## src/rtl/key_pkg.sv

```systemverilog
// -----------------------------------------------------------------------------
// key_pkg
// Shared definitions for the front-panel key conditioner:
//   - key index constants (bit positions within the 5-bit key vectors)
//   - per-key FSM state encoding
//   - counter-width helper used by the prescaler and per-key counters
// No ports; imported by key_conditioner and key_channel.
// -----------------------------------------------------------------------------
package key_pkg;

  localparam int NUM_KEYS  = 5;
  localparam int KEY_LEFT  = 0;
  localparam int KEY_RIGHT = 1;
  localparam int KEY_UP    = 2;
  localparam int KEY_DOWN  = 3;
  localparam int KEY_APPLY = 4;

  typedef enum logic [1:0] {
    ST_IDLE   = 2'd0,
    ST_HELD   = 2'd1,
    ST_REPEAT = 2'd2
  } key_state_t;

  // Width of a counter that runs 0..max_val-1; never narrower than one bit.
  function automatic int cnt_width(input int max_val);
    return (max_val <= 2) ? 1 : $clog2(max_val);
  endfunction

endpackage

```

## src/rtl/key_channel.sv

```systemverilog
// -----------------------------------------------------------------------------
// key_channel
// Conditioning for one key: debounce against the shared millisecond tick,
// then a press / auto-repeat state machine producing single-cycle strobes.
//
// Ports:
//   CP         in   system clock
//   _CR        in   synchronous active-high reset
//   ms_tick    in   one-cycle strobe, once per millisecond (shared)
//   synced     in   key input already synchronized to CP
//   key_level  out  debounced key level
//   key_pulse  out  one-cycle strobe on accepted press and on each repeat
// -----------------------------------------------------------------------------
module key_channel
  import key_pkg::*;
#(
  parameter int DEBOUNCE_MS     = 20,
  parameter int REPEAT_DELAY_MS = 500,
  parameter int REPEAT_RATE_MS  = 100,
  parameter bit REPEAT_EN       = 1'b0
) (
  input  logic CP,
  input  logic _CR,
  input  logic ms_tick,
  input  logic synced,
  output logic key_level,
  output logic key_pulse
);

  localparam int DB_W   = cnt_width(DEBOUNCE_MS);
  localparam int RP_MAX = (REPEAT_DELAY_MS > REPEAT_RATE_MS) ? REPEAT_DELAY_MS : REPEAT_RATE_MS;
  localparam int RP_W   = cnt_width(RP_MAX);

  localparam logic [DB_W-1:0] DB_LAST    = DB_W'(DEBOUNCE_MS - 1);
  localparam logic [RP_W-1:0] DELAY_LAST = RP_W'(REPEAT_DELAY_MS - 1);
  localparam logic [RP_W-1:0] RATE_LAST  = RP_W'(REPEAT_RATE_MS - 1);

  logic [DB_W-1:0] stab_cnt;
  logic [RP_W-1:0] rpt_cnt;
  key_state_t      state;
  logic            accept;
  logic            falling;

  // A level change is accepted on the tick where the stability count would
  // reach the debounce time. Seeing a falling acceptance one cycle early lets
  // the FSM drop a repeat strobe that lands on the same tick as the release.
  assign accept  = (synced != key_level) && ms_tick && (stab_cnt == DB_LAST);
  assign falling = accept && key_level;

  // Debounce: any cycle where the input agrees with the accepted level
  // restarts the stability window, so only an uninterrupted disagreement
  // lasting the full debounce time flips the level.
  always_ff @(posedge CP) begin
    if (_CR) begin
      stab_cnt  <= '0;
      key_level <= 1'b0;
    end else if (synced == key_level) begin
      stab_cnt <= '0;
    end else if (ms_tick) begin
      if (stab_cnt == DB_LAST) begin
        key_level <= ~key_level;
        stab_cnt  <= '0;
      end else begin
        stab_cnt <= stab_cnt + DB_W'(1);
      end
    end
  end

  // Press / repeat FSM. It reacts to the registered level, so the press strobe
  // appears the cycle after key_level rises. Keys without repeat enabled park
  // in HELD with the repeat counter idle until released.
  always_ff @(posedge CP) begin
    if (_CR) begin
      state     <= ST_IDLE;
      rpt_cnt   <= '0;
      key_pulse <= 1'b0;
    end else begin
      key_pulse <= 1'b0;
      case (state)
        ST_IDLE: begin
          if (key_level) begin
            state     <= ST_HELD;
            rpt_cnt   <= '0;
            key_pulse <= 1'b1;
          end
        end
        ST_HELD: begin
          if (!key_level || falling) begin
            state   <= ST_IDLE;
            rpt_cnt <= '0;
          end else if (REPEAT_EN && ms_tick) begin
            if (rpt_cnt == DELAY_LAST) begin
              state     <= ST_REPEAT;
              rpt_cnt   <= '0;
              key_pulse <= 1'b1;
            end else begin
              rpt_cnt <= rpt_cnt + RP_W'(1);
            end
          end
        end
        ST_REPEAT: begin
          if (!key_level || falling) begin
            state   <= ST_IDLE;
            rpt_cnt <= '0;
          end else if (ms_tick) begin
            if (rpt_cnt == RATE_LAST) begin
              rpt_cnt   <= '0;
              key_pulse <= 1'b1;
            end else begin
              rpt_cnt <= rpt_cnt + RP_W'(1);
            end
          end
        end
        default: begin
          state   <= ST_IDLE;
          rpt_cnt <= '0;
        end
      endcase
    end
  end

endmodule

```

## src/rtl/key_conditioner.sv

```systemverilog
// -----------------------------------------------------------------------------
// key_conditioner
// Front-panel button conditioner: synchronizes five asynchronous buttons,
// debounces them against a shared millisecond tick and generates press and
// auto-repeat strobes for the cursor/edit logic.
//
// Ports:
//   CP         in   system clock (CLK_HZ)
//   _CR        in   synchronous active-high reset
//   key_raw    in   [4:0] raw buttons: 0 left, 1 right, 2 up, 3 down, 4 apply
//   key_level  out  [4:0] debounced level per key
//   key_pulse  out  [4:0] one-cycle press/repeat strobe per key
//   any_key    out  OR of key_level
// -----------------------------------------------------------------------------
module key_conditioner
  import key_pkg::*;
#(
  parameter int                  CLK_HZ          = 100_000_000,
  parameter int                  DEBOUNCE_MS     = 20,
  parameter int                  REPEAT_DELAY_MS = 500,
  parameter int                  REPEAT_RATE_MS  = 100,
  parameter logic [NUM_KEYS-1:0] REPEAT_MASK     = 5'b01100
) (
  input  logic                CP,
  input  logic                _CR,
  input  logic [NUM_KEYS-1:0] key_raw,
  output logic [NUM_KEYS-1:0] key_level,
  output logic [NUM_KEYS-1:0] key_pulse,
  output logic                any_key
);

  localparam int PRESCALE = CLK_HZ / 1000;
  localparam int PS_W     = cnt_width(PRESCALE);
  localparam logic [PS_W-1:0] PS_LAST = PS_W'(PRESCALE - 1);

  logic [NUM_KEYS-1:0] sync_1;
  logic [NUM_KEYS-1:0] sync_2;
  logic [PS_W-1:0]     ps_cnt;
  logic                ms_tick;

  // Two-flop synchronizer; only sync_2 is used by the channels.
  always_ff @(posedge CP) begin
    if (_CR) begin
      sync_1 <= '0;
      sync_2 <= '0;
    end else begin
      sync_1 <= key_raw;
      sync_2 <= sync_1;
    end
  end

  // Millisecond prescaler; the tick is the terminal count itself.
  assign ms_tick = (ps_cnt == PS_LAST);

  always_ff @(posedge CP) begin
    if (_CR) begin
      ps_cnt <= '0;
    end else if (ms_tick) begin
      ps_cnt <= '0;
    end else begin
      ps_cnt <= ps_cnt + PS_W'(1);
    end
  end

  for (genvar i = 0; i < NUM_KEYS; i++) begin : g_key
    key_channel #(
      .DEBOUNCE_MS     (DEBOUNCE_MS),
      .REPEAT_DELAY_MS (REPEAT_DELAY_MS),
      .REPEAT_RATE_MS  (REPEAT_RATE_MS),
      .REPEAT_EN       (REPEAT_MASK[i])
    ) u_channel (
      .CP        (CP),
      ._CR       (_CR),
      .ms_tick   (ms_tick),
      .synced    (sync_2[i]),
      .key_level (key_level[i]),
      .key_pulse (key_pulse[i])
    );
  end

  assign any_key = |key_level;

endmodule

```

## config.mk

```make
export PLATFORM = sky130hd
export DESIGN_NAME = key_conditioner
export DESIGN_NICKNAME = d
export VERILOG_FILES = /design/src/rtl/key_pkg.sv /design/src/rtl/key_channel.sv /design/src/rtl/key_conditioner.sv
export SDC_FILE = /design/constraint.sdc
export NUM_CORES = 1
export LEC_CHECK = 0
export CELL_PAD_IN_SITES_DETAIL_PLACEMENT = 1
export CELL_PAD_IN_SITES_GLOBAL_PLACEMENT = 1
export CORE_MARGIN = 5
export CORE_UTILIZATION = 42
export CTS_BUF_LIST = sky130_fd_sc_hd__clkbuf_4 sky130_fd_sc_hd__clkbuf_8 sky130_fd_sc_hd__clkbuf_16
export DETAILED_ROUTE_END_ITERATION = 16
export PLACE_DENSITY_LB_ADDON = 0.3
export SETUP_SLACK_MARGIN = 0.05
export SLEW_MARGIN = 20
export SYNTH_ARGS = -nofsm -noshare
export SYNTH_HDL_FRONTEND = slang
export SYNTH_SLANG_ARGS = --single-unit
```

## constraint.sdc

```tcl
create_clock -name CP -period 2.1 [get_ports CP]
set_clock_uncertainty 0.2 [all_clocks]
set_input_delay 0.315 -clock CP [delete_from_list [all_inputs] [get_ports CP]]
set_output_delay 0.315 -clock CP [all_outputs]
set_load 0.01 [all_outputs]
```

## Word-level counts from Yosys, hierarchy flattened

Cells that the tools add are included.
Widths: inputs -> output; s select.

| word-level totals | value |
|---|---|
| bits of input ports | 7 |
| memories kept | 0 |
| output and inout port bits | 11 |
| memory bits (writable) | 0 |
| memory bits (read-only) | 0 |
| register bits | 117 |
| latch bits | 0 |

| cells by class | value |
|---|---|
| bitwise gates (word level) | 10 |
| equal/unequal tests | 55 |
| multiplexer cells | 91 |
| divide/modulo/power cells | 0 |
| shifts and indexed selects | 0 |
| $add $sub $neg | 11 |
| multipliers | 0 |
| reduce and logical (&&, ||, !) cells | 55 |
| order comparisons | 0 |

Operators by type and width:

| kind | number |
|---|---|
| $mux 9 | 29 |
| $pmux 9 s3 | 5 |
| $add 9x1->9 const B | 5 |
| $eq 9x7->1 const B | 5 |
| $mux 2 | 16 |
| $reduce_and 3->1 | 10 |
| $mux 1 | 26 |
| $ne 2x1->1 const B | 13 |
| $add 5x1->5 const B | 5 |
| $eq 5x5->1 const B | 5 |
| $mux 5 | 5 |
| $eq 9x9->1 const B | 2 |
| $ne 3x2->1 const B | 6 |
| $reduce_or 2->1 | 9 |
| $add 17x1->17 const B | 1 |
| $eq 17x17->1 const B | 1 |
| $logic_and 1x1->1 | 15 |
| $pmux 2 s2 | 3 |
| $pmux 2 s3 | 2 |
| $eq 2x1->1 const B | 5 |
| $eq 2x2->1 const B | 5 |
| $logic_not 2->1 | 5 |
| $not 1->1 | 10 |
| $ne 3x1->1 const B | 3 |
| other kinds (9) | 31 |

## Logic depth before layout (Yosys ltp)

Gate-level depths: netlist of the first run.

| logic depth | value |
|---|---|
| depth in word-level cells | 7 |
| gate-level depth with buffers | 9 |
| gate-level depth less buffers | 7 |

## Cells and area by module

A second synthesis of the first run with hierarchy kept.

| second synthesis, totals | value |
|---|---|
| cells, all modules | 454 |
| area, all modules | 4267.8 um^2 |

Modules (own cells, without submodules):

| module | instances | area an instance (um^2) | cells each |
|---|---|---|---|
| key_channel (g_key[2].u_channel ...) | 2 | 1048.5 | 116 |
| key_conditioner | 1 | 1044.8 | 110 |
| key_channel (g_key[0].u_channel ...) | 2 | 376.6 | 36 |
| key_channel (g_key[4].u_channel) | 1 | 372.9 | 40 |

## Worst setup path before layout of the first run

Ideal clock, no wire load.

| timing path | value |
|---|---|
| path type | register to register |
| from | register ps_cnt[0] |
| to | register g_key[2].u_channel.state[0] |
| stages on the path, launching flop included | 9 |
| path buffers | 2 |
| clock period less this slack | 2.197 ns |
| library setup time | 0.074 ns |
| arrival | 1.923 ns |
| path slack | -0.097 ns |
| path through | dfxtp_1 -> ha_1 -> and4_1 -> clkbuf_1 -> nand4_1 -> clkbuf_1 -> nor3_1 -> or4_1 -> a31oi_1 |

| on the way | value |
|---|---|
| word-level cells in the longest chain between the ends | 7 |

Ends and longest elaborated chain:

| element | line | source |
|---|---|---|
| start, declared | key_conditioner.sv:38 | `logic [PS_W-1:0] ps_cnt;` |
| start signal, assigned | key_conditioner.sv:61 | `ps_cnt <= ps_cnt + PS_W'(1);` |
| $eq 17x17->1 * | key_conditioner.sv:53 | `assign ms_tick = (ps_cnt == PS_LAST);` |
| $logic_and 1x1->1 (2 in a row) | key_channel.sv:47 | `assign accept = (synced != key_level) && ms_tick && (stab_cnt == DB_LAST);` |
| $logic_and 1x1->1 | key_channel.sv:48 | `assign falling = accept && key_level;` |
| $logic_or 1x1->1 | key_channel.sv:88, key_channel.sv:102 |  |
| $ne 3x1->1 (no line) (tied with other cells) | -- |  |
| $reduce_and 4->1 (no line) / $pmux 2 s3 (equally long branches) | -- |  |
| end signal, assigned | key_channel.sv:89 | `state <= ST_IDLE;` |
| end signal, assigned | key_channel.sv:93 | `state <= ST_REPEAT;` |
| end signal, assigned | key_channel.sv:103 | `state <= ST_IDLE;` |
| end, declared | key_channel.sv:40 | `key_state_t state;` |

Mark *: on every way between the ends. The rest lies on a longest branch, timed or not.
A chain may end at the register's enable or synchronous reset.

## Worst setup path after layout of the first run

| timing path | value |
|---|---|
| from | register ps_cnt[11] |
| to | register g_key[3].u_channel.rpt_cnt[7] |

| on the way | value |
|---|---|
| word-level cells in the longest chain between the ends | 7 |

Ends and longest elaborated chain:

| element | line | source |
|---|---|---|
| $eq 17x17->1 * | key_conditioner.sv:53 |  |
| $logic_and 1x1->1 (2 in a row) | key_channel.sv:47 |  |
| $logic_and 1x1->1 | key_channel.sv:48 |  |
| $logic_or 1x1->1 | key_channel.sv:88, key_channel.sv:102 |  |
| $ne 3x2->1 (no line) (tied with other cells) | -- |  |
| $reduce_and 3->1 (no line) / $pmux 9 s3 (equally long branches) | -- |  |
| end signal, assigned | key_channel.sv:97 | `rpt_cnt <= rpt_cnt + RP_W'(1);` |
| end signal, assigned | key_channel.sv:110 | `rpt_cnt <= rpt_cnt + RP_W'(1);` |
| end, declared | key_channel.sv:39 | `logic [RP_W-1:0] rpt_cnt;` |

Marks and branches as above.

==> results of run 1 <==
-- worst reg2reg max path, stage by stage, from the launching register on --
cell,delay [ns]
dfxtp_2,0.34
or4b_4,0.57
nor4_4,0.21
buf_12,0.21
nand2_2,0.16
a32oi_2,0.28
a21oi_1,0.10
-- state kept, by name (all words and copies together), names as in the netlist --
name	count
g_key.u_channel.stab_cnt	25
g_key.u_channel.rpt_cnt	18
ps_cnt	17
g_key.u_channel.state	7
g_key.u_channel.key_level	5
g_key.u_channel.key_pulse	5
sync_1	5
sync_2	5
-- power groups by stage --
| stage | sequential [uW] | combinational (uW) | clock, uW |
|---|---|---|---|
| 2_1_floorplan | 1710 | 41.0 | 0 |
| 3_3_place_gp | 1710 | 68.7 | 0 |
| 3_5_place_dp | 1710 | 70.7 | 0 |
| 4_1_cts | 1670 | 73.1 | 1240 |
| 5_1_grt | 1680 | 80.3 | 1330 |
| 6_report | 1670 | 72.8 | 1200 |
-- Yosys cell counts (2+ instances only) --
library cell,count,area (sq um)
dfxtp_1,87,1740
and3_1,5,31.3
nor2b_1,24,150
nor2_1,55,206
buf_2,2,10.0
nor3b_1,5,37.5
xnor2_1,9,78.8
nand2b_1,13,81.3
xor2_1,22,193
ha_1,16,200
and4b_1,2,20.0
or4_1,3,22.5
buf_4,10,75.1
nor3_1,11,55.1
clkbuf_1,13,48.8
nand3_1,12,60.1
buf_6,5,56.3
o21a_1,4,30.0
inv_1,8,30.0
or3_1,3,18.8
a31oi_1,13,81.3
nand2_1,48,180
nor4_1,3,18.8
nand4_1,36,225
o21ai_0,15,75.1
a32oi_1,6,52.6
nor4bb_1,4,40.0
nor4b_1,4,35.0
nand4b_1,7,61.3
mux2i_1,4,40.0
or2_2,4,25.0
and4b_2,3,33.8
nor4_4,2,42.5
a21oi_1,29,145
o311ai_0,2,17.5
-- cells by family after synthesis --
family	count (synthesis)	synth area share, %
flip-flops	87	39.2
AND/OR/NAND/NOR	253	32.3
AO/OA/AOI/OAI	80	11.3
XOR/XNOR	31	6.12
buffers and inverters	41	5.55
adder cells (fa/ha/maj)	16	4.51
multiplexers	4	0.902
-- metrics by stage --
step	power, uW	area, sq um
2_1_floorplan	1750	4480
3_3_place_gp	1780	5020
3_5_place_dp	1780	5020
4_1_cts	2980	5410
5_1_grt	3080	5600
6_report	2940	5600
-- final cells by class --
cell class / count / area share, %
inverter: 8 / 0.536
clock inverter: 7 / 1.30
clock buffer: 9 / 2.21
timing repair buffer: 82 / 13.1
multi-input combinational: 384 / 48.4
sequential: 87 / 31.5
tap: 136 / 3.04
-- per-layer routing --
layer / vias to the layer above / GRT usage [%] / part of all wire [%]
li1: 1946 / - / -
met1: 2012 / 21.7 / 43
met2: 45 / 35.8 / 53
met3: 21 / 4.12 / 2.0
met4: 0 / 5.77 / 2.0
met5: - / 0 / 0
-- final timing paths --
check | end | slack (ns)
worst max register to register | g_key[3].u_channel.rpt_cnt[7] | -0.09
worst max-delay path | g_key[3].u_channel.rpt_cnt[7] | -0.09
worst min-delay path | g_key[3].u_channel.key_level | 0.16
worst min register to register | g_key[0].u_channel.key_pulse | 0.21
-- repair_timing --
item                                    4_1_cts  5_1_grt
endpoints found under the setup margin       65       52
cloned                                        1        1
pin swaps                                     8       12
resized for setup                            36       29
setup buffers                                 4        7
==> reports/summary.log, run 1 <==
INFO  outcome        status=finished with violations
INFO  outcome        failed_checks=setup timing
INFO  setup_path     critical_path.top_delay_family=simple AND/OR/NAND/NOR gates
INFO  clock_network  numClockSinks=87
INFO  setup_path     crit_path_end_kind=flop
INFO  synthesis      synthArstFlopShare=0%
INFO  pwr            power.ir.vdd_worst=0.449mV
INFO  die            design.die.area=0.0127sqmm
INFO  pwr            power_leakage=0.00204uW
INFO  pwr            power.switching_fraction=26.5%
INFO  die            floorplan.core_area=0.0103sqmm
INFO  finish         layout.core_utilization=54.3%
INFO  placement      dp.cells=684
INFO  synthesis      synth_cells=512
INFO  setup_path     critical_path.max_stage_delay=0.57ns
INFO  pwr            cell_internal_pwr=2170uW
INFO  global_routing first_global_vias=4,210
INFO  setup_path     cp_num_buf_inv=1
INFO  pwr            p_switching=780uW
INFO  setup_path     worstPathRequired=2.15ns
INFO  finish         layout_cells_sized_above_1=25.3%
INFO  synthesis      synth_area=0.00444sqmm
INFO  finish         finalNonFillerCells=713
INFO  pwr            seqPwrFrac=56.8%
INFO  clock_network  clk_transition_reported_paths=0.11ns
INFO  clock_network  root_buffer=clkbuf_8
INFO  finish         layout.cells.most_common=dfxtp_1
INFO  job            cap_viol_max_count=0
INFO  synthesis      ys_seq_area_share=39.2%
INFO  clock_network  cts_inserted_buffers=9
INFO  timing         fin_tns_setup=-0.830ns
INFO  timing         holdWs=0.162ns
INFO  global_routing globalRouteTotalUtil=19.2%
INFO  global_routing grt_remaining_overflow=0
INFO  detailed_routing drt_wl_total=12,400um
INFO  die            chipHeight=113um
INFO  timing         post-route-period-util=104%
INFO  timing         timing.max_slew.rel_slack=70.0%
INFO  setup_path     setup.worst_path.start_class=flop
INFO  pwr            clock_power_share=40.7%
INFO  synthesis      yosysWarnings=0
INFO  synthesis      synth-edff-count=0
INFO  finish         layout.cells.most_common_list=dfxtp_1, buf_4, nor2_1, nand2_1, nand4_1
INFO  synthesis      synth.distinct_cells=58
INFO  setup_path     path_class=reg -> reg
INFO  synthesis      synth_nets=535
INFO  worst_hold_path worstHoldPathCells=2
INFO  finish         flip_flop_and_latch_area=0.00176sqmm
INFO  setup_path     crit_slowest_cell=or4b_4
INFO  setup_path     crit_arrival=2.24ns
INFO  placement      port_buffers=17
INFO  timing         tightestPinTransition=0.449ns
INFO  detailed_routing route.detailed.vias_per_inst=5.64
INFO  worst_hold_path holdCritStartpoint=_CR
INFO  global_routing antenna_found_initial=0
INFO  finish         multi_input_comb_area=0.00271sqmm
INFO  timing         rsz0062_at_grt=true
INFO  timing         final_critical_path_setup_slack=-0.0883ns
INFO  die            pin_count=18
INFO  detailed_routing route.vias.total=4,024
INFO  finish         design.final.nets=595
INFO  die            die-width=113um
INFO  clock_network  cts_htree_levels=3
INFO  timing         setup_viol=20
INFO  timing         final_hold_viol_count=0
INFO  synthesis      yosys_register_bits=87
INFO  synthesis      synth-main-ff-cell=dfxtp_1
INFO  timing         post-route-min-period=2.19ns
INFO  placement      gp_routability_congestion=0.799
INFO  synthesis      avgSynthCellArea=8.67squm
INFO  detailed_routing drc=0
INFO  pwr            power.share.combinational=2.5%
INFO  detailed_routing detail-route-antenna-nets=0
INFO  setup_path     crit_path_start=ps_cnt[11]
INFO  clock_network  clock_path_buffers=2
INFO  global_routing grt_first_pass_wirelength=20,200um
INFO  setup_path     worst-r2r-cell-count=6
INFO  clock_network  clk_latency=0.38ns
INFO  pwr            power_per_cell_area=526mW/mm^2
INFO  die            initial_util=43.0%
INFO  die            rows=37
INFO  finish         synthToLayoutAreaGrowth=26.2%
INFO  setup_path     critPathMaxFanout=22
INFO  global_routing grt_max_degree=23
INFO  clock_network  clock_tree_from_tritoncts=yes
INFO  placement      dpl_worst_slack=-0.163ns
INFO  detailed_routing drt_first_pass_iters=4
INFO  finish         total_inserted_antenna_cells=0
INFO  placement      place_hpwl=7940um
INFO  setup_path     regToRegStartpoint=ps_cnt[11]
INFO  clock_network  cts-hold-fix-buffers=0
INFO  timing         max_clock_freq=0.457GHz
INFO  finish         fillCellCount=1,197
INFO  detailed_routing detail_route.wl_per_cell=17.4um
INFO  detailed_routing drtIter0Drc=242
INFO  timing         final-max-slew-violation-count=0
INFO  setup_path     critical_path_depth=6
INFO  setup_path     crit_chain=or4b_4 -> nor4_4 -> buf_12 -> nand2_2 -> a32oi_2 -> a21oi_1
INFO  worst_hold_path timing.hold.worst.class=in -> reg
Power figures use the tool's default switching activity.
==> run 2: changes to the inputs <==
--- a/config.mk
+++ b/config.mk
@@ -8,9 +8,10 @@
 export CELL_PAD_IN_SITES_DETAIL_PLACEMENT = 1
 export CELL_PAD_IN_SITES_GLOBAL_PLACEMENT = 1
 export CORE_MARGIN = 5
-export CORE_UTILIZATION = 42
+export CORE_UTILIZATION = 44
 export CTS_BUF_LIST = sky130_fd_sc_hd__clkbuf_4 sky130_fd_sc_hd__clkbuf_8 sky130_fd_sc_hd__clkbuf_16
 export DETAILED_ROUTE_END_ITERATION = 16
+export DONT_BUFFER_PORTS = 1
 export PLACE_DENSITY_LB_ADDON = 0.3
 export SETUP_SLACK_MARGIN = 0.05
 export SLEW_MARGIN = 20
==> run 2 against run 1 <==
Against the previous run: the run still ends with setup timing left; global-route usage grew 2.5 points; worst hold slack got worse by 0.13 ns; die area fell by 4.1%; power increased by 0.15%; clock-buffer cell count did not move; final area grew 6.5%; sequential power hardly changed; first-iteration DRC count up 7.4%; largest cell class unchanged.
==> reports/summary.log, run 2 (synthesized netlist as in run 1, its figures left out) <==
INFO  die            floorplan.core_area=0.00982sqmm [was 0.0103 sq mm]
INFO  timing         rsz0062_at_grt=true [unchanged]
INFO  die            rows=36 [was 37]
INFO  finish         layout.cells.most_common_list=dfxtp_1, buf_4, nor2_1, nand2_1, nand4_1 [unchanged]
INFO  detailed_routing detail_route.wl_per_cell=21.4um [was 17.4 um]
INFO  pwr            power_consumption=2950uW [was 2940 uW]
INFO  placement      port_buffers=0 [was 17]
INFO  global_routing grt_first_pass_wirelength=22,100um [was 20,200 um]
INFO  setup_path     path_class=reg -> reg [unchanged]
INFO  clock_network  clock_path_buffers=2 [unchanged]
INFO  detailed_routing drt_wl_total=15,600um [was 12,400 um]
INFO  timing         final_critical_path_setup_slack=-0.224ns [was -0.0883 ns]
INFO  setup_path     setup.worst_path.start_class=flop [unchanged]
INFO  clock_network  clk_latency=0.38ns [about the same]
INFO  setup_path     worstPathRequired=2.20ns [was 2.15 ns]
INFO  finish         multi_input_comb_area=0.00290sqmm [was 0.00271 sq mm]
INFO  detailed_routing drt_first_pass_iters=5 [was 4]
INFO  die            initial_util=45.2% [was 43.0%]
INFO  timing         tightestPinTransition=0.434ns [was 0.449 ns]
INFO  pwr            power.switching_fraction=26.6% [was 26.5%]
INFO  finish         reg.largest.list=g_key.u_channel.stab_cnt x25, g_key.u_channel.rpt_cnt x18, ps_cnt x17 [unchanged]
INFO  setup_path     worst-r2r-cell-count=8 [was 6]
INFO  placement      gp_routability_congestion=0.794 [was 0.799]
INFO  timing         post-route-period-util=111% [was 104%]
INFO  worst_hold_path worstHoldPathCells=2 [unchanged]
INFO  setup_path     crit_arrival=2.42ns [was 2.24 ns]
INFO  die            chipHeight=110um [was 113 um]
INFO  die            die-width=110um [was 113 um]
INFO  setup_path     critPathMaxFanout=4 [was 22]
INFO  detailed_routing detail-route-antenna-nets=0 [unchanged]
INFO  timing         timing.max_slew.rel_slack=70.6% [was 70.0%]
INFO  setup_path     crit_path_end_kind=flop [unchanged]
INFO  detailed_routing drtIter0Drc=260 [was 242]
INFO  detailed_routing route.vias.total=4,325 [was 4,024]
INFO  clock_network  numClockSinks=87 [unchanged]
INFO  timing         fin_tns_setup=-7.55ns [was -0.830 ns]
INFO  global_routing grt_remaining_overflow=0 [unchanged]
INFO  clock_network  clk_transition_reported_paths=0.10ns [was 0.11 ns]
INFO  die            design.die.area=0.0122sqmm [was 0.0127 sq mm]
INFO  pwr            clock_power_share=40.7% [about the same]
INFO  finish         total_inserted_antenna_cells=0 [unchanged]
INFO  outcome        status=finished with violations [unchanged]
INFO  pwr            seqPwrFrac=56.7% [was 56.8%]
INFO  finish         synthToLayoutAreaGrowth=34.5% [was 26.2%]
INFO  finish         fillCellCount=1,137 [was 1,197]
INFO  detailed_routing drc=0 [unchanged]
INFO  finish         max_flop_register=g_key.u_channel.stab_cnt [unchanged]
INFO  global_routing globalRouteTotalUtil=21.7% [was 19.2%]
INFO  pwr            p_switching=785uW [was 780 uW]
INFO  outcome        failed_checks=setup timing [unchanged]
INFO  global_routing antenna_found_initial=0 [unchanged]
INFO  pwr            cell_internal_pwr=2160uW [was 2170 uW]
INFO  pwr            power_per_cell_area=494mW/mm^2 [was 526 mW/mm^2]
INFO  global_routing grt_max_degree=48 [was 23]
INFO  finish         layout_cells_sized_above_1=33.4% [was 25.3%]
INFO  clock_network  cts_inserted_buffers=9 [unchanged]
INFO  clock_network  root_buffer=clkbuf_8 [unchanged]
INFO  global_routing first_global_vias=4,354 [was 4,210]
INFO  placement      place_hpwl=8000um [was 7940 um]
INFO  clock_network  cts_htree_levels=3 [unchanged]
INFO  finish         design.final.nets=613 [was 595]
INFO  pwr            power_leakage=0.00226uW [was 0.00204 uW]
INFO  clock_network  clock_tree_from_tritoncts=yes [unchanged]
INFO  detailed_routing route.detailed.vias_per_inst=5.94 [was 5.64]
INFO  job            cap_viol_max_count=0 [unchanged]
INFO  timing         max_clock_freq=0.430GHz [was 0.457 GHz]
INFO  finish         flip_flop_count_of_the_largest_register_after_layout=25 [unchanged]
INFO  pwr            power.ir.vdd_worst=0.387mV [was 0.449 mV]
INFO  worst_hold_path timing.hold.worst.class=in -> reg [unchanged]
INFO  timing         final_hold_viol_count=0 [unchanged]
INFO  die            pin_count=18 [unchanged]
INFO  timing         final-max-slew-violation-count=0 [unchanged]
INFO  timing         setup_viol=72 [was 20]
INFO  timing         holdWs=0.0342ns [was 0.162 ns]
INFO  finish         layout.cells.most_common=dfxtp_1 [unchanged]
INFO  pwr            power.share.combinational=2.6% [was 2.5%]
INFO  timing         post-route-min-period=2.32ns [was 2.19 ns]
INFO  finish         flip_flop_and_latch_area=0.00176sqmm [about the same]
==> run 2: cell types whose count changed in the layout (fill, tap and decap cells not counted), sizes merged <==
cell           previous run  this run
o21ai                    16        17
dlygate4sd3               0         5
clkinv                    1         3
inv                      13        11
a21oi                    29        30
o21a                      5         6
buf                      64        90
clkdlybuf4s50            16         0
==> run 2: stage by stage <==
step	setup WS, ns	utilization (%)	instance area [sq um]	cells
3_5_place_dp	-0.306	50.2	4930	675
5_1_grt	-0.384	60.8	5970	728
6_report	-0.224	60.8	5970	728
2_1_floorplan	0.0418	-	4480	512
3_3_place_gp	-0.143	50.2	4930	675
4_1_cts	-0.0469	56.3	5530	713
==> run 2: timing repair <==
action,4_1_cts,5_1_grt
setup buffers,11,12
setup endpoints to repair,57,73
hold buffers,6,0
hold endpoints to repair,54,0
gates resized for setup,39,75
gates cloned,5,3
pin swaps,24,50
==> run 2: final cells by class <==
type                            instances  area share [%]
Inverter                                8           0.503
Multi-Input combinational cell        387            48.6
Clock inverter                          7            1.26
Timing Repair Buffer                   97            15.3
Sequential cell                        87            29.4
Tap cell                              133            2.79
Clock buffer                            9            2.08
==> run 2: layer usage <==
layer	vias to the layer above	wire, um	global-route usage [%]
met1	2168	6180	25.6
met5	-	0	0
met4	0	597	6.40
met2	109	8210	40.3
met3	54	605	3.23
li1	1994	-	-
==> run 2: final timing paths <==
kind	from	end	slack [ns]
setup / recovery	ps_cnt[8]	g_key[3].u_channel.rpt_cnt[1]	-0.22
hold / removal	_CR	g_key[1].u_channel.key_level	0.03
setup reg to reg	ps_cnt[8]	g_key[3].u_channel.rpt_cnt[1]	-0.22
hold reg to reg	g_key[1].u_channel.state[0]	g_key[1].u_channel.key_pulse	0.24
==> run 2: power by group through the flow <==
stage	clock network, uW	registers (uW)	logic [uW]
6_report	1200	1670	76.2
5_1_grt	1290	1670	82.1
4_1_cts	1210	1670	71.8
3_5_place_dp	0	1710	45.8
3_3_place_gp	0	1710	42.4
2_1_floorplan	0	1710	41.0
==> run 2: worst max-delay path, cell delays in order (launching register included) <==
cell and delay, ns:
dfxtp_2 0.34, buf_4 0.14, nor4b_2 0.45, nand4_1 0.18, buf_4 0.20, a31oi_4 0.22, buf_2 0.19, nand4_1 0.11
a21oi_1 0.21
